--- config.mk ---
export PLATFORM = sky130hd
export DESIGN_NAME = tl_source_shrinker
export DESIGN_NICKNAME = d
export VERILOG_FILES = /design/src/rtl/tl_pkg.sv /design/src/rtl/tl_tag_freelist.sv /design/src/rtl/tl_source_shrinker.sv
export SDC_FILE = /design/constraint.sdc
export NUM_CORES = 1
export LEC_CHECK = 0
export BUFFER_PORTS_ARGS = -buffer_cell sky130_fd_sc_hd__buf_2
export CAP_MARGIN = 15
export CORE_AREA = 5 5 186 188
export CTS_BUF_LIST = sky130_fd_sc_hd__clkbuf_16
export DETAILED_ROUTE_END_ITERATION = 16
export DIE_AREA = 0 0 191 193
export PLACE_DENSITY_LB_ADDON = 0.3
export SLEW_MARGIN = 20
export SYNTH_ARGS = -nofsm -noshare
export SYNTH_HDL_FRONTEND = slang
export SYNTH_SLANG_ARGS = --single-unit
--- constraint.sdc ---
create_clock -name clk -period 4.4 [get_ports clk]
set_clock_uncertainty 0.1 [all_clocks]
set_input_delay 0.22 -clock clk [delete_from_list [all_inputs] [get_ports clk]]
set_output_delay 0.22 -clock clk [all_outputs]
set_load 0.1 [all_outputs]
--- src/rtl/tl_pkg.sv ---
// TileLink opcode constants and beat-count helpers shared by the source shrinker.
package tl_pkg;

  localparam int unsigned OPCODE_W = 3;
  localparam int unsigned SIZE_W   = 4;
  localparam int unsigned BEAT_W   = 16;

  localparam logic [OPCODE_W-1:0] TL_A_PUT_FULL    = 3'd0;
  localparam logic [OPCODE_W-1:0] TL_A_PUT_PARTIAL = 3'd1;
  localparam logic [OPCODE_W-1:0] TL_A_ARITH       = 3'd2;
  localparam logic [OPCODE_W-1:0] TL_A_LOGIC       = 3'd3;
  localparam logic [OPCODE_W-1:0] TL_A_GET         = 3'd4;
  localparam logic [OPCODE_W-1:0] TL_A_INTENT      = 3'd5;

  localparam logic [OPCODE_W-1:0] TL_D_ACCESS_ACK      = 3'd0;
  localparam logic [OPCODE_W-1:0] TL_D_ACCESS_ACK_DATA = 3'd1;

  // Beats in a data-carrying message of 2**size bytes on a 2**log2_bb byte bus.
  function automatic logic [BEAT_W-1:0] tl_beats(input logic [SIZE_W-1:0] size,
                                                 input logic [SIZE_W-1:0] log2_bb);
    logic [BEAT_W-1:0] beats;
    beats = BEAT_W'(1);
    if (size > log2_bb) beats = BEAT_W'(1) << (size - log2_bb);
    return beats;
  endfunction

  function automatic logic tl_a_has_data(input logic [OPCODE_W-1:0] opcode);
    logic has;
    case (opcode)
      TL_A_PUT_FULL, TL_A_PUT_PARTIAL, TL_A_ARITH, TL_A_LOGIC: has = 1'b1;
      TL_A_GET, TL_A_INTENT:                                   has = 1'b0;
      default:                                                 has = 1'b0;
    endcase
    return has;
  endfunction

  function automatic logic tl_d_has_data(input logic [OPCODE_W-1:0] opcode);
    logic has;
    case (opcode)
      TL_D_ACCESS_ACK:      has = 1'b0;
      TL_D_ACCESS_ACK_DATA: has = 1'b1;
      default:              has = 1'b0;
    endcase
    return has;
  endfunction

endpackage

--- src/rtl/tl_tag_freelist.sv ---
// Tag pool: busy vector, lowest-free allocator and in-flight count.
module tl_tag_freelist #(
  parameter int unsigned TAG_W = 2
) (
  input  logic                    clk,
  input  logic                    rst_n,
  input  logic                    alloc_en,
  input  logic                    free_en,
  input  logic [TAG_W-1:0]        free_tag,
  output logic [(2**TAG_W)-1:0]   busy_o,
  output logic                    any_free_c,
  output logic [TAG_W-1:0]        alloc_tag_c,
  output logic [TAG_W:0]          inflight_o
);

  localparam int unsigned N_TAGS = 2**TAG_W;

  logic [N_TAGS-1:0] busy_q;
  logic [N_TAGS-1:0] busy_d;
  logic [TAG_W:0]    inflight_q;
  logic [TAG_W:0]    inflight_d;

  // Lowest-index free tag, taken from the registered vector only.
  always_comb begin
    any_free_c  = 1'b0;
    alloc_tag_c = '0;
    for (int unsigned i = 0; i < N_TAGS; i++) begin
      if (!busy_q[i] && !any_free_c) begin
        any_free_c  = 1'b1;
        alloc_tag_c = TAG_W'(i);
      end
    end
  end

  always_comb begin
    busy_d = busy_q;
    if (free_en)  busy_d[free_tag]    = 1'b0;
    if (alloc_en) busy_d[alloc_tag_c] = 1'b1;
    inflight_d = inflight_q + (TAG_W+1)'(alloc_en) - (TAG_W+1)'(free_en);
  end

  always_ff @(posedge clk or negedge rst_n) begin
    if (!rst_n) begin
      busy_q     <= '0;
      inflight_q <= '0;
    end else begin
      busy_q     <= busy_d;
      inflight_q <= inflight_d;
    end
  end

  assign busy_o     = busy_q;
  assign inflight_o = inflight_q;

endmodule

--- src/rtl/tl_source_shrinker.sv ---
// Remaps wide upstream A source IDs onto a small tag pool and restores them on D.
module tl_source_shrinker
  import tl_pkg::*;
#(
  parameter int unsigned IN_SOURCE_W  = 6,
  parameter int unsigned OUT_SOURCE_W = 2,
  parameter int unsigned DATA_W       = 64,
  parameter int unsigned ADDR_W       = 64
) (
  input  logic                    clk,
  input  logic                    rst_n,
  // upstream A
  input  logic                    in_a_valid,
  output logic                    in_a_ready,
  input  logic [OPCODE_W-1:0]     in_a_opcode,
  input  logic [2:0]              in_a_param,
  input  logic [SIZE_W-1:0]       in_a_size,
  input  logic [IN_SOURCE_W-1:0]  in_a_source,
  input  logic [ADDR_W-1:0]       in_a_address,
  input  logic [DATA_W/8-1:0]     in_a_mask,
  input  logic [DATA_W-1:0]       in_a_data,
  input  logic                    in_a_corrupt,
  // downstream A
  output logic                    out_a_valid,
  input  logic                    out_a_ready,
  output logic [OPCODE_W-1:0]     out_a_opcode,
  output logic [2:0]              out_a_param,
  output logic [SIZE_W-1:0]       out_a_size,
  output logic [OUT_SOURCE_W-1:0] out_a_source,
  output logic [ADDR_W-1:0]       out_a_address,
  output logic [DATA_W/8-1:0]     out_a_mask,
  output logic [DATA_W-1:0]       out_a_data,
  output logic                    out_a_corrupt,
  // downstream D
  input  logic                    out_d_valid,
  output logic                    out_d_ready,
  input  logic [OPCODE_W-1:0]     out_d_opcode,
  input  logic [2:0]              out_d_param,
  input  logic [SIZE_W-1:0]       out_d_size,
  input  logic [OUT_SOURCE_W-1:0] out_d_source,
  input  logic [3:0]              out_d_sink,
  input  logic                    out_d_denied,
  input  logic [DATA_W-1:0]       out_d_data,
  input  logic                    out_d_corrupt,
  // upstream D
  output logic                    in_d_valid,
  input  logic                    in_d_ready,
  output logic [OPCODE_W-1:0]     in_d_opcode,
  output logic [2:0]              in_d_param,
  output logic [SIZE_W-1:0]       in_d_size,
  output logic [IN_SOURCE_W-1:0]  in_d_source,
  output logic [3:0]              in_d_sink,
  output logic                    in_d_denied,
  output logic [DATA_W-1:0]       in_d_data,
  output logic                    in_d_corrupt,
  // status
  output logic [OUT_SOURCE_W:0]   inflight_o,
  output logic                    err_o
);

  localparam int unsigned N_TAGS  = 2**OUT_SOURCE_W;
  localparam int unsigned LOG2_BB = $clog2(DATA_W/8);

  logic [N_TAGS-1:0]       busy;
  logic                    any_free_c;
  logic [OUT_SOURCE_W-1:0] alloc_tag_c;

  logic                    a_in_burst_q;
  logic [OUT_SOURCE_W-1:0] a_burst_tag_q;
  logic [BEAT_W-1:0]       a_beats_left_q;
  logic [IN_SOURCE_W-1:0]  src_tbl_q [N_TAGS];
  logic [BEAT_W-1:0]       d_cnt_q   [N_TAGS];
  logic                    err_q;

  logic                    a_open;
  logic                    a_fire;
  logic                    a_first;
  logic [BEAT_W-1:0]       a_beats;
  logic                    d_fire;
  logic                    d_tag_busy;
  logic                    d_last;
  logic [BEAT_W-1:0]       d_beats;
  logic                    free_en;

  // A path: follow-on burst beats bypass the free-tag check.
  assign a_open  = a_in_burst_q || any_free_c;
  assign a_fire  = in_a_valid && in_a_ready;
  assign a_first = a_fire && !a_in_burst_q;
  assign a_beats = tl_a_has_data(in_a_opcode) ? tl_beats(in_a_size, SIZE_W'(LOG2_BB))
                                              : BEAT_W'(1);

  assign out_a_valid   = in_a_valid && a_open;
  assign in_a_ready    = out_a_ready && a_open;
  assign out_a_source  = a_in_burst_q ? a_burst_tag_q : alloc_tag_c;
  assign out_a_opcode  = in_a_opcode;
  assign out_a_param   = in_a_param;
  assign out_a_size    = in_a_size;
  assign out_a_address = in_a_address;
  assign out_a_mask    = in_a_mask;
  assign out_a_data    = in_a_data;
  assign out_a_corrupt = in_a_corrupt;

  // D path: always forwarded, source restored from the table.
  assign d_fire     = out_d_valid && in_d_ready;
  assign d_tag_busy = busy[out_d_source];
  assign d_beats    = tl_d_has_data(out_d_opcode) ? tl_beats(out_d_size, SIZE_W'(LOG2_BB))
                                                  : BEAT_W'(1);
  assign d_last     = (d_cnt_q[out_d_source] == (d_beats - BEAT_W'(1)));
  assign free_en    = d_fire && d_tag_busy && d_last;

  assign in_d_valid   = out_d_valid;
  assign out_d_ready  = in_d_ready;
  assign in_d_opcode  = out_d_opcode;
  assign in_d_param   = out_d_param;
  assign in_d_size    = out_d_size;
  assign in_d_source  = src_tbl_q[out_d_source];
  assign in_d_sink    = out_d_sink;
  assign in_d_denied  = out_d_denied;
  assign in_d_data    = out_d_data;
  assign in_d_corrupt = out_d_corrupt;

  tl_tag_freelist #(
    .TAG_W (OUT_SOURCE_W)
  ) u_freelist (
    .clk         (clk),
    .rst_n       (rst_n),
    .alloc_en    (a_first),
    .free_en     (free_en),
    .free_tag    (out_d_source),
    .busy_o      (busy),
    .any_free_c  (any_free_c),
    .alloc_tag_c (alloc_tag_c),
    .inflight_o  (inflight_o)
  );

  // A burst tracker: holds the tag for the remaining data beats.
  always_ff @(posedge clk or negedge rst_n) begin
    if (!rst_n) begin
      a_in_burst_q   <= 1'b0;
      a_burst_tag_q  <= '0;
      a_beats_left_q <= '0;
    end else if (a_fire) begin
      if (!a_in_burst_q) begin
        if (a_beats > BEAT_W'(1)) begin
          a_in_burst_q   <= 1'b1;
          a_burst_tag_q  <= alloc_tag_c;
          a_beats_left_q <= a_beats - BEAT_W'(1);
        end
      end else begin
        a_beats_left_q <= a_beats_left_q - BEAT_W'(1);
        if (a_beats_left_q == BEAT_W'(1)) a_in_burst_q <= 1'b0;
      end
    end
  end

  always_ff @(posedge clk or negedge rst_n) begin
    if (!rst_n) begin
      for (int unsigned i = 0; i < N_TAGS; i++) src_tbl_q[i] <= '0;
    end else if (a_first) begin
      src_tbl_q[alloc_tag_c] <= in_a_source;
    end
  end

  // Per-tag D beat counters; beats on a free tag are forwarded but flagged.
  always_ff @(posedge clk or negedge rst_n) begin
    if (!rst_n) begin
      for (int unsigned i = 0; i < N_TAGS; i++) d_cnt_q[i] <= '0;
      err_q <= 1'b0;
    end else if (d_fire) begin
      if (d_tag_busy) begin
        d_cnt_q[out_d_source] <= d_last ? '0 : d_cnt_q[out_d_source] + BEAT_W'(1);
      end else begin
        err_q <= 1'b1;
      end
    end
  end

  assign err_o = err_q;

endmodule

**Word-level counts from Yosys, hierarchy flattened**

Index checks and enable logic that the tools add are counted.

- Register bits after elaboration: 115
- Bits of input ports: 241
- Output and inout bits: 243
- Logic and storage cells: 116

- Magnitude comparators: 11
- Shift operators: 2
- $add $sub $neg: 8
- Reductions and logical operators: 28
- Bitwise operators: 7
- Equality and inequality tests: 6
- Muxes and demuxes: 40

Operators by type and width:

| kind | count |
|---|---|
| $mux 16 | 10 |
| $bwmux 64 | 1 |
| $sub 16x1->16 const B | 3 |
| $bmux 16 s2 | 1 |
| $demux 16 s2 | 1 |
| $shl 1x4->16 const A | 2 |
| $bwmux 24 | 1 |
| $mux 6 | 3 |
| $add 16x1->16 const B | 1 |
| $eq 16x1->1 const B | 1 |
| $eq 16x16->1 | 1 |
| $gt 16x1->1 const B | 1 |
| $logic_and 1x1->1 | 14 |
| $mux 1 | 13 |
| $bmux 6 s2 | 1 |
| $demux 6 s2 | 1 |
| $gt 4x2->1 const B | 2 |
| $mux 4 | 2 |
| $sub 4x2->4 const B | 2 |
| $eq 3x1->1 const B | 2 |
| $eq 3x2->1 const B | 2 |
| $ge 3x3->1 const B | 2 |
| $logic_not 1->1 | 6 |
| $lt 2x3->1 const B | 2 |
| other kinds (18) | 27 |

**Longest topological paths before layout**

Gate-level depths: netlist (run 1).

- Depth after elaboration: 15
- Gate-level depth with buffers: 19
- Gate-level depth less buffers: 18

**Modules after synthesis**

A second synthesis (run 1) with hierarchy kept.

- Cell total of the unflattened synthesis: 917
- Area total of the unflattened synthesis: 8460.6 sq um

Modules (own cells, without submodules):

| module | times used | sequential area each (sq um) | area an instance (sq um) | cells an instance |
|---|---|---|---|---|
| tl_source_shrinker | 1 | 2702.6 | 8076.5 | 882 |
| tl_tag_freelist | 1 | 175.2 | 384.1 | 35 |

**Worst setup path after synthesis (run 1)**

No wires, ideal clock.

- Path kind: input-to-reg
- Start point: in out_d_opcode[1]
- End point: reg u_freelist.inflight_q[2], in the netlist u_freelist.inflight_o[2]
- Arrival time: 3997 ps
- Stages on the path: 19
- Slack: 146 ps
- Data required time: 4142 ps
- Cells stage by stage: or3b_4 > clkbuf_1 > nor2_1 > nand2_1 > ha_1 > nor4b_1 > a31o_2 > or3_4 > a2111oi_4 > o2111ai_4 > nor2_1 > and3_1 > ha_1 > inv_1 > ha_1 > inv_1 > fa_1 > xnor2_1 > xnor2_1

- Word-level cells in the longest chain between the ends: 7

RTL lines:

| element | line | source |
|---|---|---|
| start, declared | tl_source_shrinker.sv:37 | `input logic [OPCODE_W-1:0] out_d_opcode,` |
| $eq 3x1->1 | tl_pkg.sv:39 | `case (opcode)` |
| $mux 1 | tl_pkg.sv:39 |  |
| $mux 16 | tl_source_shrinker.sv:106 | `assign d_beats = tl_d_has_data(out_d_opcode) ? tl_beats(out_d_size, SIZE_W'(LOG2_BB))` |
| $sub 16x1->16 | tl_source_shrinker.sv:108 | `assign d_last = (d_cnt_q[out_d_source] == (d_beats - BEAT_W'(1)));` |
| $eq 16x16->1 | tl_source_shrinker.sv:108 |  |
| $logic_and 1x1->1 | tl_source_shrinker.sv:109 | `assign free_en = d_fire && d_tag_busy && d_last;` |
| $sub 3x1->3 | tl_tag_freelist.sv:39 | `inflight_d = inflight_q + (TAG_W+1)'(alloc_en) - (TAG_W+1)'(free_en);` |
| named net u_freelist.inflight_d[2] | tl_tag_freelist.sv:21 | `logic [TAG_W:0] inflight_d;` |
| end signal, assigned | tl_tag_freelist.sv:48 | `inflight_q <= inflight_d;` |
| end, declared | tl_tag_freelist.sv:20 | `logic [TAG_W:0] inflight_q;` |

The timed path passes the listed nets, and every way through them passes these cells.
A chain may end at the register's enable or synchronous reset.

**Final worst setup path (run 1)**

Ends and elaborated chain as after synthesis.

==> impl_summary.log, run 1 <==
[metrics] run status: complete, no violations
[metrics] Worst Tran Pin Value: 0.9848 ns
[metrics] Post-Syn Area: 8508 um^2
[metrics] crit end category: flop
[metrics] number of register bits inferred by synthesis: 115
[metrics] Register-to-Register Setup Slack: 0.80 ns
[metrics] number of search-and-repair iterations in the first detailed-routing pass: 4
[metrics] final count of hold timing violations: 0
[metrics] initial antenna violation count: 0
[metrics] pwr/cell area: 576.4 nW/um^2
[metrics] Die W: 191 um
[metrics] critical path startpoint category: input pin
[metrics] number of remaining DRC errors: 0
[metrics] post-detailed-placement half-perimeter wirelength: 22.16 mm
[metrics] TritonCTS buffer count: 17
[metrics] worst path required time: 4.60 ns
[metrics] Fmax: 263.4 MHz
[metrics] Post-Route WL: 28.71 mm
[metrics] signal arrival time at the worst endpoint: 3.99 ns
[metrics] Post-Syn Nets: 1163
[metrics] Floorplan Core Area: 32950 um^2
[metrics] Max stage delay on crit path: 0.47 ns
[metrics] sum of overflow across all layers after global routing: 0
[metrics] weighted congestion reported at the end of routability-driven placement: 0.8007
[metrics] first-pass GRT wire length: 40.77 mm
[metrics] depth of the CTS H-tree: 4
[metrics] starting density of the core: 25.83%
[metrics] Clk Tree Root Cell: sky130_fd_sc_hd__clkbuf_16
[metrics] maximum capacitance violations: 0
[metrics] cell with the most instances on the worst path: sky130_fd_sc_hd__ha_1
[metrics] highest net fanout along the worst path: 13
[metrics] FFs w/ async S/R, synth: 100.0%
[metrics] maximum number of pins on one net before global-route repair: 59
[metrics] share of final-layout standard cells stronger than drive strength 1: 23.78%
[metrics] Die Ht: 193 um
[metrics] cell area after layout: 8324 um^2
[metrics] I/O pin cnt: 484
[metrics] cell chain of the critical path: buf_2 -> or3b_4 -> nor2_1 -> nand2_1 -> ha_1 -> nor4b_1 -> a31o_2 -> or3_4 -> a2111oi_4 -> o2111ai_4 -> nor2_1 -> and3_1 -> ha_1 -> inv_1 -> ha_1 -> inv_1 -> fa_1 -> xnor2_1 -> xnor2_1
[metrics] worst hold-check path type: in2reg
[metrics] Global Route Usage Sum: 15.00%
[metrics] cells resized by post-CTS repair: 0
[metrics] number of flops mapped to enable cells by yosys: 0
[metrics] count of input and output buffers: 53
[metrics] growth of design area from synthesis to finish: -2.162%
[metrics] average detailed-routed wire length per instance: 23.83 um
[metrics] clock edge transition at the registers on the reported setup and hold paths: 0.06 ns
[metrics] buffer depth of the longest clock path: 2
[metrics] primary flip-flop cell chosen by synthesis mapping: sky130_fd_sc_hd__dfrtp_1
[metrics] number of design-rule violations left by the first detailed-router iteration: 345
[metrics] clock latency on the worst-skew pair: 0.42 ns
[metrics] standard cell area after detailed placement: 7619 um^2
[metrics] overall power of the completed layout: 4.798 mW
[metrics] Mean Syn Cell Area: 9.319 um^2
[metrics] total die area: 36860 um^2
[metrics] Post-layout nets: 995
[metrics] Synth cell types: 68
[metrics] number of instances in the synthesized netlist: 913
[metrics] Slowest-stage cell, CP: sky130_fd_sc_hd__or3b_4
[metrics] remaining antenna violation count: 0
[metrics] antenna diode instance count: 0
[metrics] minimum hold slack: 0.1153 ns
[metrics] crit path setup slack, layout: 0.6038 ns
[metrics] clock sink count: 115
[metrics] post-detailed-route via-to-cell ratio: 4.790
[metrics] cell row count: 67
[metrics] Syn. warnings: 0
[metrics] RSZ-0062 raised after global routing: false
[metrics] setup-violating endpoint count in the final report: 0
[metrics] Leakage Power: 3.250 nW
[metrics] DR vias: 5772
[metrics] peak supply drop: 285.4 uV
[metrics] period utilisation layout: 86.28%
[metrics] TritonCTS clock tree: yes
[metrics] final count of pins violating max slew: 0
[metrics] final critical path time including I/O delays and setup: 3.796 ns
[metrics] Post-Place Worst Slack: 0.1582 ns
[metrics] via count of the first global-routing pass: 5848
[metrics] part of the Yosys area used for sequential elements: 33.82%
[metrics] final total negative setup slack: 0 ns
[metrics] worst max-slew margin expressed relative to the limit: 33.80%
[metrics] kind of critical path: in2reg
-- layer usage --
layer  up-vias  wire length, um  part of all wire [%]  track usage [%]
li1       2636                -                     -                -
met1      2781             9406                    33            14.40
met2       288            14200                    49            25.38
met3        65             4406                    15            10.37
met4         2              674                   2.3            5.663
met5         -               21                 0.073           0.5305
-- sequential cells by signal, summed over array words and instances, names as in the netlist --
signal                 flops
d_cnt_q                   64
src_tbl_q                 24
a_beats_left_q            16
u_freelist.busy_o          4
u_freelist.inflight_o      3
a_burst_tag_q              2
a_in_burst_q               1
err_o                      1
-- cells by family after synthesis --
| kind of cell | after synthesis | synth area share, % |
|---|---|---|
| buffers and inverters | 292 | 23.53 |
| multiplexers | 64 | 11.40 |
| AND/OR/NAND/NOR | 281 | 15.87 |
| AO/OA/AOI/OAI | 133 | 12.01 |
| adder cells (fa/ha/maj) | 9 | 1.412 |
| XOR/XNOR | 19 | 1.956 |
| flip-flops | 115 | 33.82 |
-- worst paths after layout --
| path | end | depth (start not counted) | startpoint |
|---|---|---|---|
| worst max register to register | u_freelist.inflight_o[2] | 13 | d_cnt_q[6] |
| max in group asynchronous | d_cnt_q[54] | 3 | rst_n |
| worst min-delay path | err_o | 3 | in_d_ready |
| min in group asynchronous | src_tbl_q[11] | 2 | rst_n |
| worst min register to register | src_tbl_q[7] | 1 | src_tbl_q[7] |
| worst max-delay path | u_freelist.inflight_o[2] | 19 | out_d_opcode[1] |
-- cells in the mapped netlist, drive strengths merged (14+ instances only) --
| cell type | n | area share, % |
|---|---|---|
| buf | 240 | 21 |
| nor2 | 116 | 5.1 |
| dfrtp | 115 | 34 |
| nor3 | 50 | 2.9 |
| nand2 | 39 | 1.7 |
| mux2 | 33 | 4.4 |
| a211oi | 31 | 2.7 |
| clkbuf | 31 | 1.4 |
| o21ai | 28 | 1.6 |
| mux4 | 23 | 6.1 |
| a21oi | 22 | 1.3 |
| inv | 21 | 0.93 |
| nand3 | 16 | 0.94 |
| xnor2 | 14 | 1.4 |
-- layout make-up --
type,count,area [um^2]
fill,3531,24620
multi-input combinational,506,3654
sequential,115,2878
tap,448,560.5
timing repair buffer,84,518.0
clock buffer,17,425.4
clock inverter,14,210.2
inverter,21,78.83
-- timing repair --
| action | 4_1_cts | 5_1_grt |
|---|---|---|
| hold endpoints to repair | 80 | 0 |
| hold buffers | 7 | 0 |
| buffers inserted | 0 | 0 |
-- through the flow --
stage,cells,util (%)
floorplan,913,-
CTS,1205,25.27
global route,1205,25.27
finish,1205,25.27
global placement,1167,23.12
detailed placement,1167,23.12
-- placed cells by master, fill, tap and decap left out, drive strengths merged, types with 6 or more instances in the layout --
cell,synthesis,routed
nor2,116,116
nand2b,6,6
xnor2,14,14
nand2,39,39
ha,8,8
mux2,33,33
nor4,8,8
and3,6,6
buf,240,77
dfrtp,115,115
mux2i,8,8
nor3,50,50
clkinv,0,7
o21ai,28,28
nand3,16,16
mux4,23,23
a211oi,31,31
dlygate4sd3,0,7
inv,21,23
a21oi,22,22
clkbuf,31,17
-- worst max-delay path, delay by kind of cell --
| kind | cells | cell delay, ns |
|---|---|---|
| and+or+nand+nor | 7 | 1.55 |
| buffers and inverters | 3 | 0.23 |
| xor gates and xnor gates | 2 | 0.26 |
| adders and majority gates | 4 | 0.94 |
| AOI/OAI and AO/OA | 3 | 0.81 |
-- report_power, final --
group / switching, mW / internal (mW)
Combinational: 1.06 / 0.601
Clock: 0.522 / 1.00
Sequential: 0.210 / 1.41
Power figures use the tool's default switching activity.
==> run 2, diff against run 1 <==
- CELL_PAD_IN_SITES_DETAIL_PLACEMENT: default -> 0
- CELL_PAD_IN_SITES_GLOBAL_PLACEMENT: default -> 1
- CORE_AREA: 5 5 186 188 -> 5 5 185 187
- DIE_AREA: 0 0 191 193 -> 0 0 190 192
==> run 2 against run 1 <==
Net effect: critical endpoint unchanged; sequential share of layout area down 0.22 points; utilization up 0.68 points; critical path depth down 1; clock power up 5%; critical path type unchanged; fmax up 4.2%; highest routed layer unchanged; combinational power up 3%; largest power group unchanged.
==> impl_summary.log, run 2 (same netlist as run 1, synthesis figures left out) <==
[metrics] clock edge transition at the registers on the reported setup and hold paths: 0.06 ns
[metrics] depth of the CTS H-tree: 4
[metrics] Post-layout nets: 1000
[metrics] register with the highest flop count: d_cnt_q
[metrics] utilization after layout: 25.95%
[metrics] TritonCTS clock tree: yes
[metrics] TritonCTS buffer count: 17
[metrics] average detailed-routed wire length per instance: 21.87 um
[metrics] Placed Cells: 1166
[metrics] Leakage Power: 3.276 nW
[metrics] Fmax: 274.4 MHz
[metrics] highest net fanout along the worst path: 12
[metrics] starting density of the core: 26.35%
[metrics] minimum hold slack: 0.1283 ns
[metrics] final count of hold timing violations: 0
[metrics] share of final-layout standard cells stronger than drive strength 1: 24.38%
[metrics] final count of pins violating max slew: 0
[metrics] sum of overflow across all layers after global routing: 0
[metrics] RSZ-0062 raised after global routing: false
[metrics] peak supply drop: 379.0 uV
[metrics] Global Route Usage Sum: 14.17%
[metrics] clock sink count: 115
[metrics] critical path startpoint category: input pin
[metrics] maximum number of pins on one net before global-route repair: 48
[metrics] cells resized by post-CTS repair: 0
[metrics] signal arrival time at the worst endpoint: 3.86 ns
[metrics] number of remaining DRC errors: 0
[metrics] number of design-rule violations left by the first detailed-router iteration: 307
[metrics] Post-Route WL: 26.38 mm
[metrics] remaining antenna violation count: 0
[metrics] count of input and output buffers: 53
[metrics] filler instances: 3460
[metrics] cell row count: 66
[metrics] kind of critical path: in2reg
[metrics] commonest cells after routing, fill and taps aside: sky130_fd_sc_hd__nor2_1 (115), sky130_fd_sc_hd__dfrtp_1 (115), sky130_fd_sc_hd__buf_2 (52)
[metrics] number of search-and-repair iterations in the first detailed-routing pass: 5
[metrics] initial antenna violation count: 0
[metrics] Worst Tran Pin Value: 1.036 ns
[metrics] pwr/cell area: 587.0 nW/um^2
[metrics] Top Registers: d_cnt_q: 64 flops, src_tbl_q: 24 flops, a_beats_left_q: 16 flops
[metrics] final critical path time including I/O delays and setup: 3.644 ns
[metrics] setup-violating endpoint count in the final report: 0
[metrics] weighted congestion reported at the end of routability-driven placement: 0.7362
[metrics] clock latency on the worst-skew pair: 0.42 ns
[metrics] period utilisation layout: 82.81%
[metrics] via count of the first global-routing pass: 5833
[metrics] Post-CTS Setup Bufs: 0
[metrics] worst hold-check path type: in2reg
[metrics] Clk Tree Root Cell: sky130_fd_sc_hd__clkbuf_16
[metrics] Die W: 190 um
[metrics] total die area: 36480 um^2
[metrics] DR vias: 5848
[metrics] buffer depth of the longest clock path: 2
[metrics] first-pass GRT wire length: 38.79 mm
[metrics] number of standard cells in the final layout excluding fillers: 1206
[metrics] I/O pin cnt: 484
[metrics] Die Ht: 192 um
[metrics] post-detailed-placement half-perimeter wirelength: 19.62 mm
[metrics] run status: complete, no violations
[metrics] growth of design area from synthesis to finish: -1.529%
[metrics] final total negative setup slack: 0 ns
[metrics] Floorplan Core Area: 32290 um^2
[metrics] post-detailed-route via-to-cell ratio: 4.849
[metrics] worst path required time: 4.61 ns
[metrics] maximum capacitance violations: 0
[metrics] max FFs per register: 64
[metrics] crit end category: flop
[metrics] worst max-slew margin expressed relative to the limit: 30.41%
[run 2: cell types whose count changed in the layout (fill, tap and decap cells not counted)]
cell and delta:
sky130_fd_sc_hd__buf_4 +5, sky130_fd_sc_hd__bufinv_16 +1, sky130_fd_sc_hd__clkinv_1 -1, sky130_fd_sc_hd__clkinv_2 +1
sky130_fd_sc_hd__clkinv_4 -1, sky130_fd_sc_hd__clkinvlp_4 +3, sky130_fd_sc_hd__diode_2 +1, sky130_fd_sc_hd__inv_6 -2
sky130_fd_sc_hd__nor4b_1 +1, sky130_fd_sc_hd__nor4b_2 -1
[run 2: what timing repair did]
item,in CTS,in global routing
setup endpoints to repair,0,0
endpoints found under the hold margin,59,0
hold buffers,7,0
[run 2: final timing paths]
path / slack (ns) / start / endpoint / cells past startpoint
setup / recovery: 0.76 / out_d_opcode[1] / u_freelist.inflight_o[2] / 18
hold / removal: 0.13 / out_d_valid / err_o / 3
setup reg to reg: 0.83 / d_cnt_q[6] / u_freelist.inflight_o[2] / 13
hold reg to reg: 0.37 / u_freelist.inflight_o[2] / u_freelist.inflight_o[2] / 1
max in group asynchronous: 2.95 / rst_n / src_tbl_q[2] / 3
min in group asynchronous: 0.21 / rst_n / d_cnt_q[32] / 2
[run 2: per-stage QoR]
| step | setup WS [ns] | total power [mW] | cell area (um^2) |
|---|---|---|---|
| final | 0.7562 | 4.918 | 8378 |
| after global routing | 0.4541 | 5.193 | 8376 |
| after CTS | 0.7308 | 4.967 | 8376 |
| after detailed placement | 0.2689 | 3.350 | 7642 |
| after global placement | 0.3275 | 3.344 | 7642 |
| after floorplan | 0.1459 | 3.833 | 8508 |
[run 2: final cells by class]
type                       instances  area, um^2  share of cell area (%)
tap                              442       553.0                   6.601
clock buffer                      17       425.4                   5.078
timing repair buffer              89       555.5                   6.631
sequential                       115        2878                   34.35
inverter                          21       78.83                  0.9409
antenna                            1       2.502                 0.02987
clock inverter                    15       237.7                   2.838
multi-input combinational        506        3647                   43.53
[run 2: layer usage]
metal / global-route usage, % / vias up / share of wire, %
met2: 21.83 / 274 / 46
met5: 0.5495 / - / 0.099
met1: 17.47 / 2863 / 41
met3: 5.743 / 72 / 9.7
met4: 6.149 / 2 / 2.9
li1: - / 2637 / -
[run 2: worst max-delay path: stages]
cell and delay (ns):
sky130_fd_sc_hd__buf_2 0.12, sky130_fd_sc_hd__or3b_4 0.41, sky130_fd_sc_hd__nor2_1 0.15, sky130_fd_sc_hd__nand2_1 0.07, sky130_fd_sc_hd__ha_1 0.21, sky130_fd_sc_hd__buf_4 0.18, sky130_fd_sc_hd__o21ai_1 0.14, sky130_fd_sc_hd__nor3_1 0.09
sky130_fd_sc_hd__nor4_2 0.86, sky130_fd_sc_hd__nand2_1 0.09, sky130_fd_sc_hd__and3_1 0.18, sky130_fd_sc_hd__ha_1 0.26, sky130_fd_sc_hd__inv_1 0.06, sky130_fd_sc_hd__ha_1 0.13, sky130_fd_sc_hd__inv_1 0.04, sky130_fd_sc_hd__fa_1 0.37
sky130_fd_sc_hd__xnor2_1 0.14, sky130_fd_sc_hd__xnor2_1 0.12
[run 2: report_power, final]
group,internal [mW],switching [mW],leakage [nW]
clock network,1.06,0.529,0.314
logic,0.618,1.09,1.59
registers,1.41,0.216,1.37
==> run 3, diff against run 2 <==
- clock period: 4.4 -> 3.4 ns (I/O delays scaled with it)
==> run 3 against run 2 <==
Net effect: sequential share of layout area decreased by 1.6 points; cell count rose by 3.6%; non-clock buffer count grew 44; worst hold slack better by 0.0039 ns; global-route usage hardly changed; final area rose by 4.8%; worst setup slack worse by 0.75 ns; flip-flop and latch count did not move; highest routed layer unchanged.
==> impl_summary.log, run 3 (same netlist as run 1, synthesis figures left out) <==
[metrics] worst hold-check path type: in2reg
[metrics] period utilisation layout: 99.80%
[metrics] Top Registers: d_cnt_q: 64 flops, src_tbl_q: 24 flops, a_beats_left_q: 16 flops
[metrics] number of standard cells in the final layout excluding fillers: 1249
[metrics] Post-Route WL: 26.40 mm
[metrics] clock edge transition at the registers on the reported setup and hold paths: 0.06 ns
[metrics] highest net fanout along the worst path: 4
[metrics] crit end category: flop
[metrics] final critical path time including I/O delays and setup: 3.393 ns
[metrics] growth of design area from synthesis to finish: 3.206%
[metrics] setup-violating endpoint count in the final report: 0
[metrics] number of remaining DRC errors: 0
[metrics] Fmax: 294.7 MHz
[metrics] number of search-and-repair iterations in the first detailed-routing pass: 4
[metrics] Clk Tree Root Cell: sky130_fd_sc_hd__clkbuf_16
[metrics] antenna diode instance count: 0
[metrics] most common library cell in the layout ignoring fill and taps: sky130_fd_sc_hd__dfrtp_1
[metrics] TritonCTS clock tree: yes
[metrics] count of input and output buffers: 53
[metrics] remaining antenna violation count: 0
[metrics] overall power of the completed layout: 6.315 mW
[metrics] first element of the critical path: out_d_opcode[1]
[metrics] Max stage delay on crit path: 0.43 ns
[metrics] worst path required time: 3.61 ns
[metrics] DR vias: 5866
[metrics] I/O pin cnt: 484
[metrics] Placed Cells: 1210
[metrics] Slowest-stage cell, CP: sky130_fd_sc_hd__or3b_4
[metrics] run status: complete, no violations
[metrics] standard cell area after detailed placement: 8056 um^2
[metrics] maximum number of pins on one net before global-route repair: 46
[metrics] Leakage Power: 3.503 nW
[metrics] minimum hold slack: 0.1322 ns
[metrics] filler instances: 3442
[metrics] pwr/cell area: 719.2 nW/um^2
[metrics] post-detailed-route via-to-cell ratio: 4.697
[metrics] clock sink count: 115
[metrics] cell row count: 66
[metrics] Global Route Usage Sum: 14.20%
[metrics] cell area after layout: 8781 um^2
[metrics] first-pass GRT wire length: 38.92 mm
[metrics] weighted congestion reported at the end of routability-driven placement: 0.7379
[metrics] RSZ-0062 raised after global routing: true
[metrics] initial antenna violation count: 0
[metrics] register with the highest flop count: d_cnt_q
[metrics] maximum capacitance violations: 0
[metrics] final total negative setup slack: 0 ns
[metrics] Floorplan Core Area: 32290 um^2
[metrics] average detailed-routed wire length per instance: 21.14 um
[metrics] worst max-slew margin expressed relative to the limit: 51.88%
[metrics] total die area: 36480 um^2
[metrics] via count of the first global-routing pass: 5815
[metrics] Worst Min Path Start: in_d_ready
[metrics] sum of overflow across all layers after global routing: 0
[metrics] cell chain of the critical path: buf_6 -> or3b_4 -> nor2_4 -> nand2_2 -> ha_4 -> nor4b_4 -> a31o_2 -> or3_4 -> a2111oi_4 -> o2111ai_4 -> nor2_1 -> and3_1 -> ha_1 -> inv_1 -> ha_2 -> inv_2 -> fa_2 -> xnor2_2 -> xnor2_1
[metrics] commonest cells after routing, fill and taps aside: sky130_fd_sc_hd__dfrtp_1 (115), sky130_fd_sc_hd__nor2_1 (113), sky130_fd_sc_hd__buf_4 (69)
[metrics] final count of hold timing violations: 0
[metrics] Die Ht: 192 um
[metrics] final count of pins violating max slew: 0
[metrics] number of design-rule violations left by the first detailed-router iteration: 305
[metrics] kind of critical path: in2reg
[metrics] signal arrival time at the worst endpoint: 3.60 ns
[metrics] Worst Tran Pin Value: 0.7191 ns
[metrics] depth of the CTS H-tree: 4
[metrics] starting density of the core: 26.35%
[metrics] max FFs per register: 64
[metrics] RR Startpoint: d_cnt_q[10]
[metrics] peak supply drop: 300.1 uV
[metrics] post-detailed-placement half-perimeter wirelength: 20.13 mm
[metrics] Post-layout nets: 1044
[metrics] share of final-layout standard cells stronger than drive strength 1: 29.99%
[metrics] buffer depth of the longest clock path: 2
[metrics] Die W: 190 um
[metrics] critical path startpoint category: input pin
[metrics] clock latency on the worst-skew pair: 0.42 ns
[metrics] TritonCTS buffer count: 17
-- run 3: cell count changes in the layout (fill, tap and decap cells not counted), sizes merged --
cell,change
clkinvlp,-1
buf,+44
clkinv,-1
diode,-1
bufinv,-4
inv,+6
-- run 3: power breakdown --
group,total (mW),switching (mW),internal [mW]
logic,2.41,1.46,0.953
clock network,1.82,0.719,1.10
registers,2.08,0.261,1.82
-- run 3: area by class of cell --
class                   instances  area [um^2]  area share (%)
inverters                      21        78.83          0.8977
clock buffers                  17        425.4           4.845
multi-input cells             506         3717           42.33
well taps                     442        553.0           6.298
flip-flops and latches        115         2878           32.77
repair buffers                133        954.7           10.87
clock inverters                15        173.9           1.981
-- run 3: critical path, delay by kind of cell --
family / cells / cell delay, ns
XOR/XNOR: 2 / 0.26
AO/OA/AOI/OAI: 3 / 0.73
AND/OR/NAND/NOR: 7 / 1.35
buffers and inverters: 3 / 0.19
adder cells (fa/ha/maj): 4 / 0.89
-- run 3: final timing paths --
kind	endpoint	depth (start not counted)	slack, ns
worst max-delay path	u_freelist.inflight_o[2]	19	0.007
worst min-delay path	err_o	3	0.13
worst max register to register	u_freelist.inflight_o[2]	13	0.04
worst min register to register	u_freelist.inflight_o[2]	1	0.38
max in group asynchronous	src_tbl_q[5]	3	2.17
min in group asynchronous	d_cnt_q[38]	2	0.16
-- run 3: through the flow --
| step | setup slack (ns) | utilization [%] |
|---|---|---|
| after floorplan | -0.5294 | - |
| after global placement | -0.3928 | 24.95 |
| after detailed placement | -0.4422 | 24.95 |
| after CTS | 0.001326 | 27.06 |
| after global routing | -0.1597 | 27.20 |
| final | 0.006678 | 27.20 |
-- run 3: per-layer routing --
metal | vias up | routed length (um) | track usage (%) | part of all wire, %
met4 | 2 | 947 | 6.400 | 3.6
met5 | - | 41 | 1.236 | 0.16
li1 | 2724 | - | - | -
met3 | 81 | 2352 | 5.071 | 8.9
met1 | 2828 | 11260 | 18.36 | 43
met2 | 231 | 11800 | 21.17 | 45
-- run 3: repair_timing --
| action | 4_1_cts | 5_1_grt |
|---|---|---|
| hold buffers | 7 | 0 |
| hold endpoints to repair | 56 | 0 |
| pin swaps | 1 | 0 |
| setup endpoints to repair | 2 | 2 |
| setup buffers | 0 | 1 |
| resized for setup | 4 | 8 |
